<file path="src/rtl/gate_tts_pkg.sv">
// gate_tts_pkg: shared states, output bit positions and golden gate model for the truth-table sequencer
package gate_tts_pkg;
  typedef enum logic [1:0] {IDLE, DRIVE, SAMPLE, DONE} state_t;
  localparam int Y_XOR = 0;
  localparam int Y_NOT = 1;
  localparam int Y_AND = 2;
  localparam int Y_OR  = 3;
  function automatic logic [3:0] expected_y(input logic [1:0] vec);
    logic [3:0] y;
    y[Y_XOR] = vec[0] ^ vec[1];
    y[Y_NOT] = ~vec[0];
    y[Y_AND] = vec[0] & vec[1];
    y[Y_OR]  = vec[0] | vec[1];
    return y;
  endfunction
endpackage

</file>
<file path="src/rtl/gate_tts_dwell_timer.sv">
// gate_tts_dwell_timer: dwell counter with clear/enable and terminal count at DWELL_CYCLES-1
module gate_tts_dwell_timer #(
  parameter int DWELL_CYCLES = 4,
  parameter int CNT_W = 8
) (
  input  logic clk,
  input  logic rst,
  input  logic clr,
  input  logic en,
  output logic tc
);
  logic [CNT_W-1:0] cnt;
  // count while enabled, clear takes priority
  always_ff @(posedge clk or posedge rst)
    if (rst) cnt <= '0;
    else cnt <= clr ? '0 : en ? cnt + 1'b1 : cnt;
  assign tc = cnt == CNT_W'(DWELL_CYCLES - 1);
endmodule

</file>
<file path="src/rtl/gate_truth_table_sequencer.sv">
// gate_truth_table_sequencer: sweeps x0/x1 through all vectors and checks gate outputs (optional err_cnt via GATE_TTS_ERR_CNT_EN)
module gate_truth_table_sequencer
  import gate_tts_pkg::*;
#(
  parameter int DWELL_CYCLES = 4,
  parameter int CNT_W = 8
) (
  input  logic       clk,
  input  logic       rst,
  input  logic       start,
  input  logic       abort,
  output logic [1:0] dut_x,
  input  logic [3:0] dut_y,
  output logic       busy,
  output logic       done,
  output logic       pass,
  output logic [3:0] fail_mask,
  output logic [1:0] fail_vec,
`ifdef GATE_TTS_ERR_CNT_EN
  output logic [2:0] err_cnt,
`endif
  output logic [1:0] vec_idx
);
  state_t state, nxt;
  logic tc;
  logic [1:0] vec_n, fvec_n;
  logic [3:0] mask_n, mism;
  logic pass_n;
`ifdef GATE_TTS_ERR_CNT_EN
  logic [2:0] err_n;
`endif
  gate_tts_dwell_timer #(.DWELL_CYCLES(DWELL_CYCLES), .CNT_W(CNT_W)) u_timer (
    .clk(clk),
    .rst(rst),
    .clr(state != DRIVE),
    .en (state == DRIVE),
    .tc (tc)
  );
  // next state and next values of the result registers
  always_comb begin
    nxt = state;
    vec_n = vec_idx;
    mask_n = fail_mask;
    fvec_n = fail_vec;
    pass_n = pass;
    mism = dut_y ^ expected_y(vec_idx);
`ifdef GATE_TTS_ERR_CNT_EN
    err_n = err_cnt;
`endif
    unique case (state)
      IDLE: if (start && !abort) begin
        nxt = DRIVE;
        vec_n = '0;
        mask_n = '0;
        fvec_n = '0;
        pass_n = 1'b0;
`ifdef GATE_TTS_ERR_CNT_EN
        err_n = '0;
`endif
      end
      DRIVE: nxt = abort ? IDLE : tc ? SAMPLE : DRIVE;
      SAMPLE: if (abort) nxt = IDLE;
      else begin
        mask_n = fail_mask | mism;
        fvec_n = (fail_mask == '0 && mism != '0) ? vec_idx : fail_vec;
        nxt = vec_idx == 2'd3 ? DONE : DRIVE;
        vec_n = vec_idx == 2'd3 ? vec_idx : vec_idx + 2'd1;
        pass_n = vec_idx == 2'd3 && mask_n == '0;
`ifdef GATE_TTS_ERR_CNT_EN
        err_n = err_cnt + 3'(mism != '0);
`endif
      end
      DONE: begin
        nxt = IDLE;
        pass_n = pass && !abort;
      end
    endcase
  end
  // register state and every output from the next-state decision
  always_ff @(posedge clk or posedge rst)
    if (rst) begin
      state <= IDLE;
      dut_x <= '0;
      busy <= 1'b0;
      done <= 1'b0;
      pass <= 1'b0;
      fail_mask <= '0;
      fail_vec <= '0;
      vec_idx <= '0;
`ifdef GATE_TTS_ERR_CNT_EN
      err_cnt <= '0;
`endif
    end else begin
      state <= nxt;
      dut_x <= (nxt == DRIVE || nxt == SAMPLE) ? vec_n : '0;
      busy <= nxt != IDLE;
      done <= nxt == DONE;
      pass <= pass_n;
      fail_mask <= mask_n;
      fail_vec <= fvec_n;
      vec_idx <= vec_n;
`ifdef GATE_TTS_ERR_CNT_EN
      err_cnt <= err_n;
`endif
    end
endmodule
</file>
<file path="config.mk">
export PLATFORM = sky130hd
export DESIGN_NAME = gate_truth_table_sequencer
export DESIGN_NICKNAME = d
export VERILOG_FILES = /design/src/rtl/gate_tts_pkg.sv /design/src/rtl/gate_tts_dwell_timer.sv /design/src/rtl/gate_truth_table_sequencer.sv
export SDC_FILE = /design/constraint.sdc
export NUM_CORES = 1
export LEC_CHECK = 0
export BUFFER_PORTS_ARGS = -buffer_cell sky130_fd_sc_hd__buf_4
export CAP_MARGIN = 20
export CORE_UTILIZATION = 48
export CTS_CLUSTER_DIAMETER = 30
export CTS_CLUSTER_SIZE = 8
export DETAILED_ROUTE_END_ITERATION = 10
export PLACE_DENSITY = 0.78
export SKIP_CTS_REPAIR_TIMING = 1
export SYNTH_ARGS = -nofsm -noshare
export SYNTH_HDL_FRONTEND = slang
export SYNTH_HIERARCHICAL = 1
export SYNTH_SLANG_ARGS = --single-unit
export TNS_END_PERCENT = 20
</file>
<file path="constraint.sdc">
create_clock -name clk -period 2.1 [get_ports clk]
set_input_delay 0.21 -clock clk [delete_from_list [all_inputs] [get_ports clk]]
set_output_delay 0.21 -clock clk [all_outputs]
set_load 0.005 [all_outputs]
</file>
Word-level counts from Yosys, hierarchy flattened
Index checks and enable logic that the tools add are counted.
{"block": "word_totals", "ff_bits": 23, "inputBits": 8, "output_inout_bits": 13, "elab_cells": 69}
{"block": "op_classes", "n_addsub": 2, "eq_ne": 12, "muxes": 23, "bitwise": 6, "n_reduce_logical": 17}
{"cell": "two-way mux 2 bit", "n": 12}
{"cell": "two-way mux 8 bit", "n": 2}
{"cell": "== test 2 bit, second input constant", "n": 5}
{"cell": "adder 8 x 1 -> 8 bit, second input constant", "n": 1}
{"cell": "== test 8 x 2 -> 1 bit, second input constant", "n": 1}
{"cell": "zero test 4 bit", "n": 2}
{"cell": "two-way mux 4 bit", "n": 2}
{"cell": "one-hot mux 2 bit (2 select lines)", "n": 2}
{"cell": "one-hot mux 2 bit (4 select lines)", "n": 1}
{"cell": "one-hot mux 4 bit (2 select lines)", "n": 1}
{"cell": "inequality test 2 bit, second input constant", "n": 3}
{"cell": "AND reduction 3 bit", "n": 2}
{"cell": "nonzero test 2 bit", "n": 3}
{"cell": "== test 2 x 1 -> 1 bit, second input constant", "n": 2}
{"cell": "logical AND 1 bit", "n": 4}
{"cell": "bitwise OR 4 bit", "n": 1}
{"cell": "AND reduction 4 bit", "n": 1}
{"cell": "nonzero test 4 bit", "n": 1}
{"cell": "bitwise XOR 4 bit", "n": 1}
{"cell": "one-hot mux 1 bit (3 select lines)", "n": 1}
{"cell": "nonzero test 3 bit", "n": 1}
{"cell": "adder 2 x 1 -> 2 bit, second input constant", "n": 1}
{"cell": "zero test 2 bit", "n": 1}
{"cell": "two-way mux 1 bit", "n": 2}
{"cell": "other kinds (7)", "n": 7}

Longest topological paths before layout
Gate-level depths: netlist of the first run.
{"block": "depth", "ltp_word": 7, "ltp_mapped": 8, "ltp_nobuf": 8}

Modules after synthesis
The synthesis of the first run kept the hierarchy.
{"mod": "gate_truth_table_sequencer", "instances": 1, "cells_per_inst": 71, "area_per_inst_um2": 765.7, "seq_area_each_um2": 375.4}
{"mod": "gate_tts_dwell_timer", "instances": 1, "cells_per_inst": 38, "area_per_inst_um2": 385.4, "seq_area_each_um2": 200.2}

Least setup slack after synthesis of the first run
Ideal clock, no wire load.
{"block": "synth_path", "kind": "flip-flop to flip-flop", "startpoint": "reg u_timer.cnt[0]", "endpoint": "reg dut_x[0]", "setup_time_ps": 119, "arrival_time_ps": 1865, "required_time_ps": 1981, "setup_slack_ps": 116, "path_stages_with_launch": 9, "path_buffers": 0, "synth_period_minus_slack_ps": 1984, "path_cell_list": "dfrtp_1 -> ha_1 -> or4b_1 -> nor4_1 -> o22ai_1 -> nor2b_1 -> inv_1 -> ha_1 -> and2_1"}
{"block": "synth_via", "elab_chain_cells": 7, "word_cells_on_any_way": 8, "classes_between": "eq/ne (3); mux (4); reduce/logical (1)"}
{"item": "from (decl)", "line_no": "gate_tts_dwell_timer.sv:12", "text": "logic [CNT_W-1:0] cnt;"}
{"item": "from (signal assigned)", "line_no": "gate_tts_dwell_timer.sv:16", "text": "else cnt <= clr ? '0 : en ? cnt + 1'b1 : cnt;"}
{"item": "== test 8 x 2 -> 1 bit (*)", "line_no": "gate_tts_dwell_timer.sv:17", "text": "assign tc = cnt == CNT_W'(DWELL_CYCLES - 1);"}
{"item": "net tc", "line_no": "gate_truth_table_sequencer.sv:25", "text": "logic tc;"}
{"item": "two-way mux 2 bit (*) (2 in series)", "line_no": "gate_truth_table_sequencer.sv:61", "text": "DRIVE: nxt = abort ? IDLE : tc ? SAMPLE : DRIVE;"}
{"item": "one-hot mux 2 bit (4 select lines) (*)", "line_no": "gate_truth_table_sequencer.sv:50", "text": "unique case (state)"}
{"item": "net nxt[0]", "line_no": "gate_truth_table_sequencer.sv:24", "text": "state_t state, nxt;"}
{"item": "== test 2 x 1 -> 1 bit / == test 2 bit (equally long branches)", "line_no": "gate_truth_table_sequencer.sv:95", "text": "dut_x <= (nxt == DRIVE || nxt == SAMPLE) ? vec_n : '0;"}
{"item": "logical OR 1 bit (*)", "line_no": "gate_truth_table_sequencer.sv:95"}
{"item": "two-way mux 2 bit (*)", "line_no": "gate_truth_table_sequencer.sv:95"}
{"item": "to (signal assigned)", "line_no": "gate_truth_table_sequencer.sv:95"}
{"item": "to (decl)", "line_no": "gate_truth_table_sequencer.sv:12", "text": "output logic [1:0] dut_x,"}
Mark *: on every way through the listed nets, which the timed path passes. The rest lies on a longest branch.
A chain may end at the register's enable or synchronous reset.

Worst setup path in the final report of the first run
{"block": "layout_path", "startpoint": "reg u_timer.cnt[0]", "endpoint": "reg dut_x[1]"}
{"block": "layout_via", "elab_chain_cells": 7, "word_cells_on_any_way": 8, "classes_between": "eq/ne (3); mux (4); reduce/logical (1)"}
{"item": "== test 8 x 2 -> 1 bit (*)", "line_no": "gate_tts_dwell_timer.sv:17"}
{"item": "net tc", "line_no": "gate_truth_table_sequencer.sv:25"}
{"item": "two-way mux 2 bit (*) (2 in series)", "line_no": "gate_truth_table_sequencer.sv:61"}
{"item": "one-hot mux 2 bit (4 select lines) (*)", "line_no": "gate_truth_table_sequencer.sv:50"}
{"item": "== test 2 x 1 -> 1 bit / == test 2 bit (equally long branches)", "line_no": "gate_truth_table_sequencer.sv:95"}
{"item": "logical OR 1 bit (*)", "line_no": "gate_truth_table_sequencer.sv:95"}
{"item": "two-way mux 2 bit (*)", "line_no": "gate_truth_table_sequencer.sv:95"}
Marks and branches as above.

==> metrics.csv, run 1 <==
metric,value,unit
max-slew violation count,0,
crit path DAT,2.24,ns
share of cells above drive strength 1,28.8,%
FF-to-FF path depth,7,
gpl congestion,0.856,
clock root cell,clkbuf_4,
Hold Slack,0.104,ns
setup TNS,0,ns
Max-Cap Viols,0,
Async SR Flop Fraction,100,%
"commonest non-fill, non-tap cells in the layout","27 x buf_4, 23 x dfrtp_1, 12 x nor2_1, 8 x nand2_1",
worst vdd ir,0.000382,V
largest net degree at the start of global routing,16,
Total Routing Usage GR,21.0,%
Via Count,906,
Antenna Nets Post-Route,0,
final hold vios,0,
WHS Path Cells,2,
cts bufs inserted,3,
DR WL/cell,14.3,um
chip width,51.0,um
antenna diode count,0,
initial core utilization,51.5,%
Multi-input gate area,556,sq um
NumNets Final,155,
crit start category,flip-flop,
Yosys reg bits,23,
area occupied by registers,576,sq um
worst hold endpoint,state[0],
total power,0.737,mW
clock sinks,23,
dominant synthesized flop cell,dfrtp_1,
Reg-to-Reg End,dut_x[1],
vias per cell,5.43,
critical path class,reg -> reg,
sequential share of the synthesized area,50.0,%
min-delay src,abort,
Crit path required time,2.33,ns
DRT Pass-1 Iters,5,
"non-filler cells, final",167,
Max Root-Sink Buffers,2,
Max Clk Rate,497,MHz
Final Cycle Share,95.7,%
post-synthesis instance total,109,
Post-synth EDFFs,0,
synthesized area,0.00115,sq mm
"area leader, netlist",dfrtp_1,
starting DRC count in detailed routing,11,
H-tree Lvls,1,
Die Y-Extent,51.0,um
"commonest non-fill, non-tap cell in the layout",buf_4,
row count,17,
dpl ws,0.00759,ns
top-area cell type share of the netlist area,50.0,%
leak pwr,0.709,nW
Worst Skew,0.0113,ns
crit path max fanout,3,
Die Area,0.00260,sq mm
Post-Syn Nets,124,
CTS tree,done,
DRC viols,0,
internal reg-to-reg setup slack,0.09,ns
GRT overflow,0,
Min-Delay Path Class,in -> reg,
clk_lat worst skew,0.33,ns
Ys Warns,6,
Port Buffers,20,
worst setup margin,0.0895,ns
reg2reg start,u_timer/cnt[0],
Placed Cells,160,
Unique masters post-synth,31,
Critical Path End Type,flip-flop,
number of global-route vias before repair,876,
crit path time final,2.01,ns
first-pass GRT wire length,3980,um
synth-to-layout area growth,24.8,%
antenna violations before repair,0,
Mean Syn Cell Area,10.6,sq um
CP Launch Point,u_timer/cnt[0],
Core Footprint,0.00223,sq mm
Fill cells,181,
outcome,completed,
Post-DP Area,0.00136,sq mm
Top-Level Pins,21,
Finished Core Util,64.3,%
"CTS clk-pin slew, worst paths",0.13,ns
Slew @ Worst Pin,0.572,ns
Final setup violation count,0,
design area,0.00144,sq mm
Slew headroom,61.8,%
power per standard cell area,513,mW/mm^2
DRT Wirelength,2390,um
Post-DP HPWL,1760,um
RSZ-0062 raised after global routing,yes,
main area contributors after synthesis,"dfrtp_1 50%, ha_1 7.6%, nor2_1 3.9%",
==> area by class of cell <==
class                   count  share of cell area [%]
multi-input cells          76                    38.7
clock inverters             1                   0.348
repair buffers             28                    14.8
clock buffers               3                    1.57
flip-flops and latches     23                    40.1
inverters                   8                    2.09
well taps                  28                    2.44
==> cell families after synthesis <==
group / count (synthesis) / synth area share [%]
multiplexers: 3 / 2.61
AND/OR/NAND/NOR: 40 / 20.7
AO/OA/AOI/OAI: 18 / 8.80
adder cells (fa/ha/maj): 7 / 7.61
XOR/XNOR: 8 / 6.74
buffers and inverters: 10 / 3.59
flip-flops: 23 / 50.0
==> state kept, by name, summed over array words and instances, names as in the netlist <==
signal / cells
pass: 1
fail_mask: 4
vec_idx: 2
busy: 1
fail_vec: 2
u_timer/cnt: 8
state: 2
done: 1
dut_x: 2
==> routing by layer <==
metal | up-vias | global-route usage (%) | wire (um)
met4 | 0 | 9.72 | 56
met1 | 444 | 27.7 | 1090
met5 | - | 0 | 0
met2 | 25 | 33.8 | 1160
met3 | 7 | 3.27 | 85
li1 | 430 | - | -
==> cells in the mapped netlist (3+ instances only) <==
cell type,count
mux2i_1,3
nand4_1,3
dfrtp_1,23
nand2_1,8
inv_1,7
or3_1,3
nor2_1,12
and2_1,3
ha_1,7
xor2_1,4
a21oi_1,7
o21ai_0,6
xnor2_1,3
==> where the power goes <==
part           switching (mW)  total, mW  internal (mW)
clock                   0.143      0.214         0.0716
combinational          0.0406     0.0705         0.0299
sequential            0.00475      0.452          0.447
total                   0.188      0.737          0.549
==> worst max-delay path, cell delays in order (launching register included) <==
cell     delay [ns]
dfrtp_1        0.39
ha_2           0.19
or4b_4         0.47
nor4_4         0.16
nand2_1        0.09
a21o_1         0.18
ha_1           0.30
and2_1         0.14
==> worst max-delay path by stage <==
stage                     to  slack (ns)  cells after the start
finish              dut_x[1]        0.09                      7
global route        dut_x[0]       -0.03                      7
CTS                 dut_x[1]       -0.02                      8
detailed placement  dut_x[1]       0.008                      8
global placement    dut_x[1]        0.08                      8
floorplan           dut_x[0]        0.12                      8
No activity file was read; power rests on OpenSTA's default activity.
==> run 2: changes to the inputs <==
--- a/config.mk
+++ b/config.mk
@@ -15,6 +15,5 @@
 export SKIP_CTS_REPAIR_TIMING = 1
 export SYNTH_ARGS = -nofsm -noshare
 export SYNTH_HDL_FRONTEND = slang
-export SYNTH_HIERARCHICAL = 1
 export SYNTH_SLANG_ARGS = --single-unit
 export TNS_END_PERCENT = 20
==> metrics.csv, run 2 <==
metric,value,unit,change
crit start category,flip-flop,,
leak pwr,0.674,nW,-5.0%
DRT Wirelength,2140,um,-11%
Die Area,0.00255,sq mm,-2.0%
"non-filler cells, final",154,,-7.8%
area occupied by registers,576,sq um,unchanged
clock share of power,27.2,%,-1.9 points
starting DRC count in detailed routing,8,,-3
Biggest register,u_timer.cnt,,
most common cell in the netlist,dfrtp_1,,
Crit path max-delay family,simple AND/OR/NAND/NOR gates,,
Post-Syn Nets,115,,-7.3%
top post-synthesis cells by count,"23 x dfrtp_1, 14 x nor2_1, 6 x ha_1, 6 x xor2_1",,
P_int,0.560,mW,+2.1%
Via Count,807,,-11%
crit-path cells,ha_4 > or4b_4 > nor4_4 > a22oi_2 > nor2_2 > ha_4 > and2_4,,
Ys Warns,0,,-6
top-area cell type share of the netlist area,51.1,%,+1.1 points
clk_lat worst skew,0.30,ns,-0.03 ns
biggest regs,"u_timer.cnt: 8 flops, fail_mask: 4 flops",,
vias per cell,5.24,,-3.4%
initial core utilization,51.0,%,-0.58 points
main area contributors after synthesis,"dfrtp_1 51%, ha_1 6.7%, nor2_1 4.7%",,
CTS tree,done,,
Final setup violation count,0,,unchanged
Slew headroom,41.6,%,-20 points
Multi-input gate area,571,sq um,+2.7%
FF-to-FF path depth,7,,unchanged
post-synthesis instance total,101,,-7.3%
Met1 Wirelength,989,um,-8.8%
CP max-delay cell,or4b_4,,
first-pass GRT wire length,3420,um,-14%
chip width,50.5,um,-1.0%
switching share of power,23.7,%,-1.8 points
CP Launch Point,u_timer.cnt[1],,
NumNets Final,141,,-9.0%
synthesized area,0.00113,sq mm,-2.1%
highest routed layer,met4,,
clock sinks,23,,unchanged
dominant synthesized flop cell,dfrtp_1,,
DRC viols,0,,unchanged
Fill cells,179,,-1.1%
Met3 Routed Length,61,um,-28%
setup TNS,0,ns,unchanged
Critical Path End Type,flip-flop,,
RSZ-0062 raised after global routing,yes,,
crit path DAT,2.27,ns,+0.03 ns
clock root cell,clkbuf_4,,
"CTS clk-pin slew, worst paths",0.12,ns,about the same
sequential share of the synthesized area,51.1,%,+1.1 points
Die Y-Extent,50.5,um,-1.0%
Min-Delay Path Class,in -> async,,
GRT overflow,0,,unchanged
DRT Pass-1 Iters,4,,-1
"Buf+Inv Stages, Crit Path",0,,unchanged
"commonest non-fill, non-tap cells in the layout","23 x dfrtp_1, 23 x buf_4, 13 x nor2_1, 6 x xor2_1",,
Antenna Nets Post-Route,0,,unchanged
share of cells above drive strength 1,32.5,%,+3.8 points
Reg-to-Reg End,dut_x[1],,
Async SR Flop Fraction,100,%,unchanged
DR WL/cell,13.9,um,-3.0%
Crit path required time,2.31,ns,-0.02 ns
number of global-route vias before repair,795,,-9.2%
Post-synth EDFFs,0,,unchanged
antenna violations before repair,0,,unchanged
cts bufs inserted,3,,unchanged
"area leader, netlist",dfrtp_1,,
internal reg-to-reg setup slack,0.04,ns,-0.05 ns
switching power,0.174,mW,-7.6%
Gate power share,10.6,%,+1.0 points
CP peak stage delay,0.46,ns,about the same
max-slew violation count,0,,unchanged
Total Routing Usage GR,18.6,%,-2.4 points
Max-Cap Viols,0,,unchanged
Max Clk Rate,485,MHz,-2.5%
Unique masters post-synth,31,,unchanged
Flop pwr share,62.2,%,+0.9 points
outcome,completed,,
power per standard cell area,528,mW/mm^2,+2.9%
Max Root-Sink Buffers,2,,unchanged
gpl congestion,0.779,,-8.9%
worst vdd ir,0.000346,V,-9.4%
crit path time final,2.06,ns,+0.0523 ns
Core Footprint,0.00221,sq mm,-0.95%
H-tree Lvls,1,,unchanged
Post-DP HPWL,1500,um,-15%
Port Buffers,20,,unchanged
Top-Level Pins,21,,unchanged
Yosys reg bits,23,,unchanged
synth-to-layout area growth,23.4,%,
Worst Skew,0.00219,ns,-0.00909 ns
met2 wire len,1050,um,-9.6%
Placed Cells,148,,-7.5%
critical path class,reg -> reg,,
row count,17,,unchanged
Final Cycle Share,98.2,%,+2.5 points
crit path max fanout,3,,unchanged
Hold Slack,0.0800,ns,-0.0237 ns
number of flip-flops in the largest register,8,,unchanged
final hold vios,0,,unchanged
Slew @ Worst Pin,0.875,ns,+0.303 ns
antenna diode count,0,,unchanged
reg2reg start,u_timer.cnt[1],,
"most used cell, CP",ha_4,,
Mean Syn Cell Area,11.2,sq um,+5.7%
largest net degree at the start of global routing,24,,+8
==> run 2: cell types whose count changed after synthesis, sizes merged, moves of 4 or more <==
cell	change
inv	-5
nand3	+4
nand4	-4
o21ai	-5
==> run 2: layout make-up <==
class / count / area share, %
sequential: 23 / 41.4
clock buffer: 4 / 1.89
timing repair buffer: 23 / 12.4
multi-input combinational: 73 / 41.0
inverter: 3 / 0.809
tap: 28 / 2.52
==> run 2: worst max path at each step <==
| stage | to | slack (ns) | depth (start not counted) |
|---|---|---|---|
| after CTS | dut_x[1] | 0.08 | 7 |
| final | dut_x[1] | 0.04 | 7 |
| after global placement | dut_x[1] | 0.14 | 7 |
| after detailed placement | dut_x[1] | 0.08 | 7 |
| after floorplan | dut_x[0] | 0.20 | 7 |
| after global routing | dut_x[1] | -0.04 | 7 |
==> run 2: kinds of logic after synthesis <==
kind of cell	share of synthesized area, %
xor gates and xnor gates	7.77
DFF	51.1
buffers and inverters	1.66
adders and majority gates	6.66
and+or+nand+nor	24.0
muxes	1.78
AOI/OAI and AO/OA	7.10
==> run 2: worst register-to-register path, cell delays in order (launching register included) <==
cell	delay, ns
dfrtp_1	0.41
ha_4	0.16
or4b_4	0.46
nor4_4	0.30
a22oi_2	0.10
nor2_2	0.19
ha_4	0.23
and2_4	0.13
==> run 2: power groups by stage <==
stage / clock network, mW / registers, mW / logic [mW]
after CTS: 0.209 / 0.455 / 0.0705
after global placement: 0 / 0.463 / 0.0686
after detailed placement: 0 / 0.464 / 0.0703
after global routing: 0.222 / 0.458 / 0.0874
after floorplan: 0 / 0.463 / 0.0441
final: 0.200 / 0.457 / 0.0778
==> run 2: per-layer routing <==
layer,GRT usage [%],vias to the layer above
met3,2.73,4
met1,23.6,387
met5,0,-
met4,9.72,0
li1,-,397
met2,30.4,19
==> run 2: through the flow <==
step | area [sq um] | worst slack [ns] | total power, mW | util [%]
2_1_floorplan | 1130 | 0.204 | 0.507 | -
3_3_place_gp | 1310 | 0.139 | 0.532 | 59.3
3_5_place_dp | 1310 | 0.0828 | 0.534 | 59.3
4_1_cts | 1340 | 0.0775 | 0.735 | 60.5
5_1_grt | 1390 | -0.0428 | 0.768 | 62.9
6_report | 1390 | 0.0373 | 0.734 | 62.9
